### src/rtl/fft_frame_ctrl_pkg.sv
// Shared constants and packing macros for the fft_frame_ctrl slice (LOG2, FRAME_SLICE).
`ifndef FFT_FRAME_CTRL_PKG_SV
`define FFT_FRAME_CTRL_PKG_SV

`define LOG2(x) ($clog2(x))
`define FRAME_SLICE(k, w) ((k) * (w)) +: (w)

package fft_frame_ctrl_pkg;

    localparam int unsigned CPLX_W = 24;
    localparam int unsigned HALF_W = CPLX_W / 2;

    typedef enum logic {
        UNL_EMPTY = 1'b0,
        UNL_FULL  = 1'b1
    } unl_state_e;

endpackage

`endif

### src/rtl/fft_frame_ctrl_buf.sv
// SIZE x WIDTH frame register bank: indexed sample write or whole-frame load, parallel read.
module fft_frame_buf
    import fft_frame_ctrl_pkg::*;
#(
    parameter int unsigned WIDTH = CPLX_W,
    parameter int unsigned SIZE  = 8
) (
    input  logic                    clk,
    input  logic                    rst,
    input  logic                    wr_en,
    input  logic [`LOG2(SIZE)-1:0]  wr_idx,
    input  logic [WIDTH-1:0]        wr_data,
    input  logic                    ld_en,
    input  logic [SIZE*WIDTH-1:0]   ld_data,
    output logic [SIZE*WIDTH-1:0]   q
);

    logic [SIZE*WIDTH-1:0] mem_q;
    logic [SIZE*WIDTH-1:0] mem_d;

    always_comb begin
        mem_d = mem_q;
        if (ld_en) begin
            mem_d = ld_data;
        end else if (wr_en) begin
            mem_d[`FRAME_SLICE(wr_idx, WIDTH)] = wr_data;
        end
    end

    always_ff @(posedge clk or posedge rst) begin
        if (rst) begin
            mem_q <= '0;
        end else begin
            mem_q <= mem_d;
        end
    end

    assign q = mem_q;

endmodule

### src/rtl/fft_frame_ctrl.sv
// Frame sequencer for the parallel FFT datapath: load, issue/track, capture, re-serialize.
// Optional frame counters enabled by FFT_CTRL_STATS_EN.
module fft_frame_ctrl
    import fft_frame_ctrl_pkg::*;
#(
    parameter int unsigned WIDTH   = CPLX_W,
    parameter int unsigned SIZE    = 8,
    parameter int unsigned LATENCY = 4
) (
    input  logic                  clk,
    input  logic                  rst,
    input  logic                  in_valid,
    output logic                  in_ready,
    input  logic [WIDTH-1:0]      in_data,
    output logic                  out_valid,
    input  logic                  out_ready,
    output logic [WIDTH-1:0]      out_data,
    output logic                  out_last,
    output logic                  dp_stall,
    output logic [SIZE*WIDTH-1:0] dp_x,
    input  logic [SIZE*WIDTH-1:0] dp_y,
    output logic                  busy,
    output logic [15:0]           frames_in,
    output logic [15:0]           frames_out
);

    localparam int unsigned IW = `LOG2(SIZE);
    localparam int unsigned CW = IW + 1;

    logic [CW-1:0]         load_cnt_q, load_cnt_d;
    logic [LATENCY-1:0]    vld_q, vld_d;
    unl_state_e            unl_state_q, unl_state_d;
    logic [IW-1:0]         unload_cnt_q, unload_cnt_d;
    logic [SIZE*WIDTH-1:0] unl_frame;

    logic load_full, in_hs, out_hs, unload_empty, tail, adv, capture;

    assign load_full    = (load_cnt_q == CW'(SIZE));
    assign in_ready     = ~load_full;
    assign in_hs        = in_valid & in_ready;
    assign unload_empty = (unl_state_q == UNL_EMPTY);
    assign tail         = vld_q[LATENCY-1];
    // A valid tail with a busy unload buffer freezes every stage, so nothing is overwritten.
    assign adv          = (load_full | (|vld_q)) & ~(tail & ~unload_empty);
    assign capture      = tail & unload_empty;
    assign dp_stall     = ~adv;

    assign out_valid = ~unload_empty;
    assign out_last  = (unload_cnt_q == IW'(SIZE - 1));
    assign out_hs    = out_valid & out_ready;
    assign out_data  = unl_frame[`FRAME_SLICE(unload_cnt_q, WIDTH)];
    assign busy      = (load_cnt_q != '0) | (|vld_q) | ~unload_empty;

    fft_frame_buf #(.WIDTH(WIDTH), .SIZE(SIZE)) u_load_buf (
        .clk     (clk),
        .rst     (rst),
        .wr_en   (in_hs),
        .wr_idx  (load_cnt_q[IW-1:0]),
        .wr_data (in_data),
        .ld_en   (1'b0),
        .ld_data ('0),
        .q       (dp_x)
    );

    fft_frame_buf #(.WIDTH(WIDTH), .SIZE(SIZE)) u_unload_buf (
        .clk     (clk),
        .rst     (rst),
        .wr_en   (1'b0),
        .wr_idx  ('0),
        .wr_data ('0),
        .ld_en   (capture),
        .ld_data (dp_y),
        .q       (unl_frame)
    );

    always_comb begin
        load_cnt_d = load_cnt_q;
        if (adv && load_full) begin
            load_cnt_d = '0;
        end else if (in_hs) begin
            load_cnt_d = load_cnt_q + CW'(1);
        end
    end

    always_comb begin
        vld_d = vld_q;
        if (adv) begin
            vld_d    = vld_q << 1;
            vld_d[0] = load_full;
        end
    end

    always_comb begin
        unl_state_d  = unl_state_q;
        unload_cnt_d = unload_cnt_q;
        if (capture) begin
            unl_state_d  = UNL_FULL;
            unload_cnt_d = '0;
        end else if (out_hs) begin
            unload_cnt_d = unload_cnt_q + IW'(1);
            if (out_last) begin
                unl_state_d = UNL_EMPTY;
            end
        end
    end

    always_ff @(posedge clk or posedge rst) begin
        if (rst) begin
            load_cnt_q   <= '0;
            vld_q        <= '0;
            unl_state_q  <= UNL_EMPTY;
            unload_cnt_q <= '0;
        end else begin
            load_cnt_q   <= load_cnt_d;
            vld_q        <= vld_d;
            unl_state_q  <= unl_state_d;
            unload_cnt_q <= unload_cnt_d;
        end
    end

`ifdef FFT_CTRL_STATS_EN
    logic [15:0] frames_in_q, frames_in_d;
    logic [15:0] frames_out_q, frames_out_d;

    always_comb begin
        frames_in_d  = frames_in_q;
        frames_out_d = frames_out_q;
        if (adv && load_full) begin
            frames_in_d = frames_in_q + 16'd1;
        end
        if (out_hs && out_last) begin
            frames_out_d = frames_out_q + 16'd1;
        end
    end

    always_ff @(posedge clk or posedge rst) begin
        if (rst) begin
            frames_in_q  <= '0;
            frames_out_q <= '0;
        end else begin
            frames_in_q  <= frames_in_d;
            frames_out_q <= frames_out_d;
        end
    end

    assign frames_in  = frames_in_q;
    assign frames_out = frames_out_q;
`else
    assign frames_in  = '0;
    assign frames_out = '0;
`endif

endmodule
### config.mk
export PLATFORM = sky130hd
export DESIGN_NAME = fft_frame_ctrl
export DESIGN_NICKNAME = d
export VERILOG_FILES = /design/src/rtl/fft_frame_ctrl_pkg.sv /design/src/rtl/fft_frame_ctrl_buf.sv /design/src/rtl/fft_frame_ctrl.sv
export SDC_FILE = /design/constraint.sdc
export NUM_CORES = 1
export LEC_CHECK = 0
export BUFFER_PORTS_ARGS = -buffer_cell sky130_fd_sc_hd__buf_4
export CORE_MARGIN = 5
export CORE_UTILIZATION = 55
export CTS_BUF_LIST = sky130_fd_sc_hd__clkbuf_4
export CTS_CLUSTER_DIAMETER = 60
export DETAILED_ROUTE_END_ITERATION = 8
export PLACE_DENSITY = 0.81
export SYNTH_ARGS = -nofsm -noshare
export SYNTH_HDL_FRONTEND = slang
export SYNTH_SLANG_ARGS = --single-unit
### constraint.sdc
create_clock -name clk -period 15.1 [get_ports clk]
set_clock_uncertainty 0.15 [all_clocks]
set_input_delay 3.02 -clock clk [delete_from_list [all_inputs] [get_ports clk]]
set_output_delay 3.02 -clock clk [all_outputs]
set_load 0.02 [all_outputs]
==> results.rst <==
.. list-table::
   :header-rows: 1

   * - Metric
     - Value
   * - Result of the run
     - finished clean
   * - Final period util
     - 42.45%
   * - Most frequent cell after synthesis
     - sky130_fd_sc_hd__mux2_2
   * - Pre-CTS setup slack
     - 9597 ps
   * - Leak pwr
     - 11.43 nW
   * - Category of cells accounting for the largest share of critical-path delay
     - buffers and inverters
   * - Die Y-Extent
     - 193.6 um
   * - Gate Count Post-Synth
     - 1,304
   * - Endpoint type of the worst setup path
     - output pin
   * - Minimum period implied by the final worst setup slack
     - 6410 ps
   * - Final setup violation count
     - 0
   * - Number of buffers added by the clock tree synthesis step
     - 101
   * - Aggregate negative setup slack
     - 0 ps
   * - Root buf cell
     - sky130_fd_sc_hd__clkbuf_4
   * - Slew @ Worst Pin
     - 1156 ps
   * - Buffers plus inverters on the worst setup path
     - 4
   * - Initial antenna violation count
     - 4
   * - IO Port Bufs
     - 440
   * - Met3 usage
     - 9.758%
   * - Top cell type by total area after synthesis
     - sky130_fd_sc_hd__dfrtp_1
   * - GR met2 Demand/Resource
     - 45.62%
   * - Unrepaired setup endpoints after global routing
     - no
   * - CP Data Required Time
     - 11,930 ps
   * - Met1 demand-to-capacity share in global routing
     - 33.28%
   * - Hold Vio Cnt, Final
     - 0
   * - Peak clock frequency supported by timing
     - 0.1560 GHz
   * - Global-route layer with the greatest usage
     - met2
   * - Area of placed instances
     - 22,060 sq um
   * - Final routed DRC violation total
     - 0
   * - Count of antenna-violating nets left after detailed routing
     - 0
   * - Placement row count
     - 67
   * - Post-synth ARST share
     - 100.0%
   * - Wire length of the first global-routing pass
     - 81,830 um
   * - Delay of the slowest cell on the worst path
     - 610 ps
   * - Count of hold buffers inserted by post-cts repair
     - 0
   * - Slowest stage cell, crit path
     - sky130_fd_sc_hd__buf_4
   * - CTS tree
     - yes
   * - Initial core utilization
     - 55.43%
   * - Maximum number of pins on one net before global-route repair
     - 183
   * - Worst Hold Class
     - register to register
   * - Final GP Congestion
     - 0.9743
   * - Slack of the critical path
     - 8690 ps
   * - Maximum fanout encountered on the critical timing path
     - 72
   * - Buffers inserted during post-CTS setup optimization
     - 0
   * - Routed wire per std cell
     - 22.78 um
   * - Total instance count after detailed placement
     - 2,121
   * - Sum of overflow across all layers after global routing
     - 0
   * - H-tree levels
     - 3
   * - Floorplan core area
     - 33,450 sq um
   * - Worst IR Drop VDD
     - 0.0001117 V
   * - Category of the worst setup path launch point
     - register
   * - Register bit count reported by yosys
     - 396
   * - Synth cell count leaders
     - sky130_fd_sc_hd__mux2_2, sky130_fd_sc_hd__dfrtp_1, sky130_fd_sc_hd__clkbuf_1, sky130_fd_sc_hd__mux4_2, sky130_fd_sc_hd__nor2_1
   * - Clk slew on worst S/H paths
     - 60 ps
   * - Data arrival time of the critical path
     - 3240 ps
   * - Total routing resource utilization after global routing
     - 27.65%
   * - Yosys warning count
     - 0
   * - Setup CP Type
     - register to output pin
   * - Detail Placement HPWL
     - 38,070 um
   * - Sequential area share after synthesis
     - 53.44%
   * - Top cell type's share of synthesized area
     - 53.44%
   * - Area Overhead vs Synth
     - 25.89%
   * - Share of layout cells above drive strength 1
     - 59.35%
   * - Mean post-synth cell area
     - 14.22 sq um
   * - Die outline width
     - 193.6 um
   * - Post-detailed-routing wire length
     - 52,410 um
   * - Die area
     - 37,480 sq um
   * - Number of primary I/O pins
     - 473
   * - Most area-consuming cells after synthesis
     - sky130_fd_sc_hd__dfrtp_1, sky130_fd_sc_hd__mux2_2, sky130_fd_sc_hd__mux4_2, sky130_fd_sc_hd__buf_4, sky130_fd_sc_hd__a22o_1
   * - Iteration-0 DRC count of the detailed router
     - 847
   * - Total number of nets in the final design
     - 2,005
   * - PwrDens
     - 225.8 nW/um^2
   * - Post-CTS resize count
     - 0
   * - Max-Cap Viols
     - 0
   * - Later-pin clock latency in the skew report
     - 770 ps
   * - Ordered cell list for the critical path
     - buf_4, inv_1, ha_1, nand3b_1, inv_1, o21ai_0, buf_4
   * - Number of enable-type register cells in the synthesized netlist
     - 0
   * - Via count of the first global-routing pass
     - 14,040
   * - TritonCTS Sinks
     - 396
   * - Total vias in the final route
     - 13,140
   * - Number of distinct library cells after synthesis
     - 63
   * - Slew headroom
     - 22.90%
   * - Commonest register cell after synthesis
     - sky130_fd_sc_hd__dfrtp_1
   * - Routed vias/inst
     - 5.710
   * - Post-route cell area
     - 23,340 sq um
   * - Final Instance Count excl. Fillers
     - 2,301
   * - Cell area after synthesis
     - 18,540 sq um
   * - Maximum buffer depth of the clock tree
     - 3
   * - Number of max-slew violations in the final report
     - 0
   * - Router iterations before antenna repair
     - 5
[path summary, 6_finish.rpt]
check	start	to	slack, ps	depth (start not counted)
max in group asynchronous	rst	load_cnt_q[0]$_DFFE_PP0P_	10820	3
min in group asynchronous	rst	u_unload_buf.q[15]$_DFFE_PP0P_	2260	2
setup / recovery	load_cnt_q[0]$_DFFE_PP0P_	dp_stall	8690	7
hold / removal	vld_q[2]$_DFFE_PP0P_	vld_q[3]$_DFFE_PP0P_	330	1
hold reg to reg	vld_q[2]$_DFFE_PP0P_	vld_q[3]$_DFFE_PP0P_	330	1
setup reg to reg	load_cnt_q[0]$_DFFE_PP0P_	u_load_buf.q[46]$_DFFE_PP0P_	9580	9
[stage by stage]
stage	hold WS, ps	power (mW)	utilization (%)
floorplan	295.8	3.476	-
global placement	308.6	4.292	65.97
detailed placement	319.3	4.381	65.97
CTS	333.4	5.299	69.76
global route	368.5	5.581	69.78
finish	332.1	5.271	69.78
[flip-flops by register name (all words and copies together) (netlist names)]
signal	cells
u_unload_buf.q	192
unload_cnt_q	3
vld_q	4
u_load_buf.q	192
load_cnt_q	4
out_valid	1
[cells by family after synthesis]
logic type,Yosys count,share of synthesized area [%]
muxes,480,32.12
DFF,396,53.44
and+or+nand+nor,155,4.346
AOI/OAI and AO/OA,136,5.857
buffers and inverters,121,3.239
adders and majority gates,9,0.6478
xor gates and xnor gates,6,0.3239
other,1,0.02022
[report_power, final]
part	total (mW)	switching [mW]	internal [mW]
clock network	0.902	0.433	0.468
logic	2.60	1.38	1.22
registers	1.77	0.294	1.47
total	5.27	2.11	3.16
[cell type report]
cell class	count	area (sq um)
diodes	3	7.507
clock buffers	149	1119
clock inverters	28	150.1
fillers	2397	10110
inverters	10	45.04
multi-input cells	818	8160
flip-flops and latches	396	9916
well taps	448	560.5
repair buffers	449	3383
[placed cells by master (no fill, tap or decap), types with 16 or more instances in the layout]
cell type,netlist,routed
sky130_fd_sc_hd__mux4_2,48,48
sky130_fd_sc_hd__nor2_1,44,44
sky130_fd_sc_hd__a22oi_1,16,16
sky130_fd_sc_hd__clkbuf_4,0,149
sky130_fd_sc_hd__conb_1,1,32
sky130_fd_sc_hd__buf_4,34,448
sky130_fd_sc_hd__o2bb2ai_1,20,20
sky130_fd_sc_hd__clkinv_1,0,18
sky130_fd_sc_hd__a22o_1,25,25
sky130_fd_sc_hd__dfrtp_1,396,393
sky130_fd_sc_hd__nand3_1,18,18
sky130_fd_sc_hd__mux2_2,408,408
sky130_fd_sc_hd__nand2_1,34,34
sky130_fd_sc_hd__mux2i_1,16,16
sky130_fd_sc_hd__o21ai_0,19,19
[per-layer routing]
metal | share of wire (%) | routed length (um)
met5 | 0.025 | 13
met4 | 3.7 | 1956
met3 | 10 | 5319
met2 | 49 | 25920
met1 | 37 | 19200
Note: power is estimated with default switching activity, not from simulation.
